`src/rtl/rv_alu2.sv`:
```
// Second ALU pipeline stage: stage register, ALU, branch resolution and the
// wrong-path kill counter that drops instructions fetched before a redirect.

package rv_alu2_pkg;

  typedef enum logic [3:0] {
    AluAdd  = 4'd0,
    AluSub  = 4'd1,
    AluAnd  = 4'd2,
    AluOr   = 4'd3,
    AluXor  = 4'd4,
    AluSll  = 4'd5,
    AluSrl  = 4'd6,
    AluSra  = 4'd7,
    AluSlt  = 4'd8,
    AluSltu = 4'd9
  } alu_op_e;

  // alu_res marks a register-relative jump target (jalr) when inst_jal_jalr=1.
  typedef struct packed {
    logic [31:0] op1;
    logic [31:0] op2;
    alu_op_e     alu_ctrl;
    logic        alu_res;
    logic        store;
    logic        reg_write;
    logic [4:0]  rd;
    logic        inst_jal_jalr;
    logic        inst_branch;
    logic [31:0] pc;
    logic [31:0] pc_target;
    logic [1:0]  res_src;
    logic [2:0]  funct3;
    logic [31:0] reg_data2;
    logic        compressed;
  } alu1_bus_t;

  typedef struct packed {
    logic [31:0] result;
    logic        reg_write;
    logic [4:0]  rd;
    logic        store;
    logic [1:0]  res_src;
    logic [2:0]  funct3;
    logic [31:0] reg_data2;
    logic [31:0] pc_p4;
    logic        valid;
  } alu2_bus_t;

endpackage

module rv_alu2
  import rv_alu2_pkg::*;
#(
  parameter int unsigned KILL_SLOTS = 1
) (
  input  logic        i_clk,
  input  logic        i_reset,
  input  logic        i_stall,
  input  logic        i_flush,
  input  alu1_bus_t   i_bus,
  output alu2_bus_t   o_bus,
  output logic        o_pc_select,
  output logic [31:0] o_pc_target
);

  localparam logic [1:0] KillInit = 2'(KILL_SLOTS);

  alu1_bus_t   stage_q, stage_d;
  logic        valid_q, valid_d;
  logic [1:0]  kill_q, kill_d;
  alu1_bus_t   bubble;
  logic [31:0] alu_out;
  logic [31:0] pc_p4;
  logic        taken;
  logic [4:0]  shamt;

  // Incoming instruction with every architecturally visible side effect removed.
  always_comb begin
    bubble               = i_bus;
    bubble.store         = 1'b0;
    bubble.reg_write     = 1'b0;
    bubble.inst_branch   = 1'b0;
    bubble.inst_jal_jalr = 1'b0;
  end

  // Next-state: flush beats stall; a non-zero kill counter turns captures into bubbles.
  always_comb begin
    stage_d = stage_q;
    valid_d = valid_q;
    kill_d  = kill_q;
    if (i_flush) begin
      stage_d = bubble;
      valid_d = 1'b0;
      kill_d  = 2'd0;
    end else if (!i_stall) begin
      if (kill_q != 2'd0) begin
        stage_d = bubble;
        valid_d = 1'b0;
        kill_d  = kill_q - 2'd1;
      end else begin
        stage_d = i_bus;
        valid_d = 1'b1;
      end
      // A fresh redirect restarts the drop window.
      if (o_pc_select) begin
        kill_d = KillInit;
      end
    end
  end

  // Stage register with synchronous reset.
  always_ff @(posedge i_clk) begin
    if (i_reset) begin
      stage_q <= '0;
      valid_q <= 1'b0;
      kill_q  <= 2'd0;
    end else begin
      stage_q <= stage_d;
      valid_q <= valid_d;
      kill_q  <= kill_d;
    end
  end

  assign shamt = stage_q.op2[4:0];

  // ALU on the captured operands.
  always_comb begin
    alu_out = '0;
    case (stage_q.alu_ctrl)
      AluAdd:  alu_out = stage_q.op1 + stage_q.op2;
      AluSub:  alu_out = stage_q.op1 - stage_q.op2;
      AluAnd:  alu_out = stage_q.op1 & stage_q.op2;
      AluOr:   alu_out = stage_q.op1 | stage_q.op2;
      AluXor:  alu_out = stage_q.op1 ^ stage_q.op2;
      AluSll:  alu_out = stage_q.op1 << shamt;
      AluSrl:  alu_out = stage_q.op1 >> shamt;
      AluSra:  alu_out = 32'($signed(stage_q.op1) >>> shamt);
      AluSlt:  alu_out = {31'd0, $signed(stage_q.op1) < $signed(stage_q.op2)};
      AluSltu: alu_out = {31'd0, stage_q.op1 < stage_q.op2};
      default: alu_out = '0;
    endcase
  end

  assign pc_p4 = stage_q.pc + (stage_q.compressed ? 32'd2 : 32'd4);

  // Branch condition from funct3; unused encodings never take.
  always_comb begin
    taken = 1'b0;
    case (stage_q.funct3)
      3'b000:  taken = (stage_q.op1 == stage_q.op2);
      3'b001:  taken = (stage_q.op1 != stage_q.op2);
      3'b100:  taken = ($signed(stage_q.op1) < $signed(stage_q.op2));
      3'b101:  taken = ($signed(stage_q.op1) >= $signed(stage_q.op2));
      3'b110:  taken = (stage_q.op1 < stage_q.op2);
      3'b111:  taken = (stage_q.op1 >= stage_q.op2);
      default: taken = 1'b0;
    endcase
  end

  // Redirect is suppressed while stalled so a held jump fires exactly once.
  always_comb begin
    o_pc_select = valid_q & ~i_stall &
                  (stage_q.inst_jal_jalr | (stage_q.inst_branch & taken));
    o_pc_target = stage_q.pc_target;
    if (stage_q.inst_jal_jalr && stage_q.alu_res) begin
      o_pc_target = {stage_q.pc_target[31:1], 1'b0};
    end
  end

  // Output bus driven straight from the stage register.
  always_comb begin
    o_bus           = '0;
    o_bus.result    = stage_q.inst_jal_jalr ? pc_p4 : alu_out;
    o_bus.reg_write = stage_q.reg_write;
    o_bus.rd        = stage_q.rd;
    o_bus.store     = stage_q.store;
    o_bus.res_src   = stage_q.res_src;
    o_bus.funct3    = stage_q.funct3;
    o_bus.reg_data2 = stage_q.reg_data2;
    o_bus.pc_p4     = pc_p4;
    o_bus.valid     = valid_q;
  end

endmodule
```
`config.mk`:
```
export PLATFORM = sky130hd
export DESIGN_NAME = rv_alu2
export DESIGN_NICKNAME = d
export VERILOG_FILES = /design/src/rtl/rv_alu2.sv
export SDC_FILE = /design/constraint.sdc
export NUM_CORES = 1
export LEC_CHECK = 0
export ABC_AREA = 1
export BUFFER_PORTS_ARGS = -buffer_cell sky130_fd_sc_hd__buf_2
export CORE_MARGIN = 10
export CORE_UTILIZATION = 43
export CTS_BUF_LIST = sky130_fd_sc_hd__clkbuf_16
export DETAILED_ROUTE_END_ITERATION = 7
export PLACE_DENSITY_LB_ADDON = 0.08
export SYNTH_ARGS = -nofsm -noshare
export SYNTH_HDL_FRONTEND = slang
export SYNTH_SLANG_ARGS = --single-unit
```
`constraint.sdc`:
```
create_clock -name i_clk -period 4.2 [get_ports i_clk]
set_clock_uncertainty 0.2 [all_clocks]
set_input_delay 0.21 -clock i_clk [delete_from_list [all_inputs] [get_ports i_clk]]
set_output_delay 0.21 -clock i_clk [all_outputs]
set_load 0.02 [all_outputs]
```
==> flow_summary_export.csv <==
group,metric,value,unit
status,status,"complete, no violations",
detailed_routing,vias,21500,
grt,grt_usage,36.2,%
power_and_ir_drop,combPwrFrac,42.1,%
power_and_ir_drop,power.share.switching,44.4,%
clock_tree,worstSkewPairLatency,0.52,ns
worst_setup_path,cp-start-kind,"flop",
layout,instances_no_fill,3712,
synthesis,syn-instance-count,2784,
layout,nNetsFinal,3463,
worst_setup_path,critPathArrivalTime,3.74,ns
placement,numPortBuffers,325,
worst_setup_path,critPathKind,"reg2out",
sta,hold_viol_final,0,
clock_tree,post_cts_buffers,0,
clock_tree,numCtsBuffers,17,
synthesis,synth_nets,3071,
worst_setup_path,required,3.79,ns
clock_tree,cts_tree,"yes",
detailed_routing,drt-wirelength-per-cell,23.8,um
floorplanning,coreArea,38600,sq um
power_and_ir_drop,ir_worst_vdd,0.309,mV
floorplanning,initial_utilization,43.3,%
grt,grt_pass1_vias,21000,
power_and_ir_drop,p_clk_share,27.2,%
detailed_routing,routed_via_density,5.78,
synthesis,seq_area_frac_synth,21.9,%
sta,setup_ws,0.0543,ns
synthesis,synth.avg_cell_area,6.00,sq um
sta,rsz0062_at_grt,"yes",
power_and_ir_drop,netSwitchingPower,2.86,mW
power_and_ir_drop,intPower,3.58,mW
floorplanning,die_h,217,um
power_and_ir_drop,powerDensity,304,nW/um^2
layout,syn2layout_area_growth,26.7,%
placement,placed_cells,3480,
clock_tree,root_buffer,"clkbuf_16",
grt,grt_pass1_wl,131,mm
synthesis,synth_seq_cells,183,
synthesis,ys_warn_count,0,
worst_setup_path,cp-end-kind,"output port",
detailed_routing,drt-pass1-iter-count,7,
detailed_routing,ant_nets,0,
sta,finalSetupViolations,0,
worst_setup_path,cp_max_fo,12,
run,cap_viol_max_count,0,
detailed_routing,drc,0,
sta,slew-limit-headroom,36.7,%
sta,max_slew.worst_pin.slew,0.940,ns
sta,timing.fmax,0.241,GHz
detailed_routing,drt-total-wl,88.4,mm
clock_tree,clockBufferDepth,2,
floorplanning,die_area,47100,sq um
placement,dpl_worst_slack,0.412,ns
clock_tree,cts_sinks,183,
floorplanning,pin_count,326,
synthesis,synthesis.area,16700,sq um
hold_path,hold-path-cell-count,4,
grt,grt-ovfl-total,0,
clock_tree,h-tree-depth,4,
layout,nFillCells,3913,
grt,antenna_found_initial,6,
placement,gp_congestion,1.06,
synthesis,yosysUniqueCellTypes,56,
floorplanning,placementRows,72,
sta,slew_violations,0,
detailed_routing,drt_iter0_drc,2734,
power_and_ir_drop,seqPwrFrac,30.7,%
layout,drive_above_1_share,16.6,%
power_and_ir_drop,p_leak,9.96,nW
sta,finalCritPeriodShare,98.7,%
clock_tree,clk_pin_slew_worst_paths,0.07,ns
placement,place_hpwl,66.7,mm
grt,grt_max_degree,145,
floorplanning,die_width,217,um
worst_setup_path,reg2regPathDepth,17,
sta,fin_crit,4.15,ns
hold_path,hold_path.class,"in2reg",
-- cells by family (layout without fill, tap and decap cells) --
family | after synthesis | count (layout) | share of synthesized area (%)
AOI/OAI and AO/OA | 773 | 773 | 25.3
xor gates and xnor gates | 31 | 31 | 1.76
buffers and inverters | 503 | 908 | 13.3
adders and majority gates | 103 | 103 | 7.86
other | 0 | 5 | 0
muxes | 11 | 11 | 0.660
DFF | 183 | 183 | 21.9
and+or+nand+nor | 1180 | 1180 | 29.2
-- layout make-up --
class / instances / area (sq um) / area share (%)
Clock inverter: 15 / 181 / 0.858
Sequential cell: 183 / 3680 / 17.4
Clock buffer: 17 / 425 / 2.01
Tap cell: 518 / 648 / 3.06
Timing Repair Buffer: 604 / 4270 / 20.2
Multi-Input combinational cell: 2098 / 10900 / 51.5
Antenna cell: 5 / 12.5 / 0.0592
Inverter: 272 / 1030 / 4.87
-- routing by layer --
| layer | share of wire, % | global-route usage [%] | wire (um) | up-vias |
|---|---|---|---|---|
| met1 | 40 | 45.0 | 35300 | 10100 |
| met4 | 5.2 | 19.8 | 4560 | 4 |
| met2 | 45 | 56.8 | 39700 | 1232 |
| li1 | - | - | - | 9878 |
| met5 | 0.033 | 0 | 29 | - |
| met3 | 10 | 8.83 | 8900 | 228 |
-- cell usage after synthesis, drive strengths merged --
| cell | n | area, sq um |
|---|---|---|
| nand2 | 596 | 2260 |
| o21ai | 414 | 2070 |
| nor2 | 388 | 1500 |
| inv | 269 | 1010 |
| a21oi | 229 | 1160 |
| dfxtp | 183 | 3660 |
| buf | 123 | 801 |
| nand3 | 122 | 628 |
| clkbuf | 108 | 407 |
| ha | 100 | 1250 |
| nand4 | 28 | 181 |
| o211ai | 26 | 195 |
| xor2 | 26 | 243 |
| nor3 | 24 | 120 |
| o21a | 18 | 135 |
| o22ai | 15 | 93.8 |
| a221oi | 13 | 114 |
| mux2i | 11 | 110 |
| or2 | 11 | 68.8 |
| a211oi | 10 | 75.1 |
| o21bai | 10 | 75.1 |
| a31oi | 9 | 56.3 |
| o221ai | 9 | 78.8 |
| o2111ai | 8 | 70.1 |
| nor4 | 7 | 73.8 |
| xnor2 | 5 | 51.3 |
| a21boi | 3 | 22.5 |
| a22o | 3 | 26.3 |
| clkinv | 3 | 11.3 |
| fa | 3 | 60.1 |
| a21o | 2 | 15.0 |
| a22oi | 1 | 7.51 |
| a31o | 1 | 8.76 |
| and2 | 1 | 6.26 |
| nand3b | 1 | 7.51 |
| nor3b | 1 | 7.51 |
| o311ai | 1 | 8.76 |
| o31ai | 1 | 7.51 |
| or3 | 1 | 11.3 |
-- through the flow --
step / area [sq um] / hold slack, ns / power, mW / TNS [ns] / utilization [%]
after CTS: 21000 / 0.00142 / 6.31 / 0 / 54.5
final: 21100 / 0.0180 / 6.43 / 0 / 54.9
after global routing: 21100 / 0.0589 / 6.70 / -0.0146 / 54.8
after floorplan: 16700 / 0.145 / 3.51 / 0 / -
after detailed placement: 18500 / 0.236 / 4.43 / 0 / 47.9
after global placement: 18500 / 0.231 / 4.42 / 0 / 47.9
-- state kept, by name, indices dropped and copies added (netlist names) --
signal	count
shamt	5
valid_q	1
kill_q	2
stage_q	131
o_bus	44
-- critical path, stage by stage, from the launching register on --
cell and delay, ns:
dfxtp_4 0.47, ha_1 0.18, inv_1 0.08, fa_2 0.41
nand3_1 0.14, nand2_1 0.14, a21oi_1 0.30, o21ai_0 0.20
xor2_1 0.18, o21ai_0 0.66, o21ai_1 0.22, nand2_1 0.09
buf_2 0.16
-- placed cells by master, fill, tap and decap left out, drive strengths merged, types with 5 or more instances in the layout --
cell type | Yosys | routed
nand2 | 596 | 596
o21ai | 414 | 414
buf | 123 | 409
nor2 | 388 | 388
inv | 269 | 275
a21oi | 229 | 229
dlygate4sd3 | 0 | 195
dfxtp | 183 | 183
nand3 | 122 | 122
ha | 100 | 100
nand4 | 28 | 28
o211ai | 26 | 26
xor2 | 26 | 26
nor3 | 24 | 24
o21a | 18 | 18
clkbuf | 108 | 17
o22ai | 15 | 15
a221oi | 13 | 13
mux2i | 11 | 11
or2 | 11 | 11
a211oi | 10 | 10
o21bai | 10 | 10
clkinv | 3 | 10
o221ai | 9 | 9
a31oi | 9 | 9
o2111ai | 8 | 8
nor4 | 7 | 7
diode | 0 | 5
xnor2 | 5 | 5
-- repair_timing --
| action | 4_1_cts | 5_1_grt |
|---|---|---|
| endpoints found under the hold margin | 182 | 0 |
| hold buffers | 195 | 0 |
| endpoints found under the setup margin | 3 | 25 |
| pin swaps | 0 | 0 |
| resized for setup | 5 | 41 |
-- path summary, 6_finish.rpt --
| kind | slack (ns) | to | from |
|---|---|---|---|
| worst max-delay path | 0.05 | o_bus[87] | shamt[0] |
| worst min-delay path | 0.02 | stage_q[173] | i_reset |
| worst max register to register | 0.88 | kill_q[0] | stage_q[159] |
| worst min register to register | 0.29 | stage_q[172] | stage_q[172] |
-- power by group through the flow --
| stage | sequential [mW] | clock, mW | combinational [mW] |
|---|---|---|---|
| final | 1.98 | 1.75 | 2.71 |
| after global routing | 1.99 | 1.82 | 2.89 |
| after CTS | 1.96 | 1.77 | 2.59 |
| after detailed placement | 2.00 | 0 | 2.43 |
| after global placement | 2.00 | 0 | 2.42 |
| after floorplan | 1.97 | 0 | 1.54 |
Note: power is estimated with default switching activity, not from simulation.
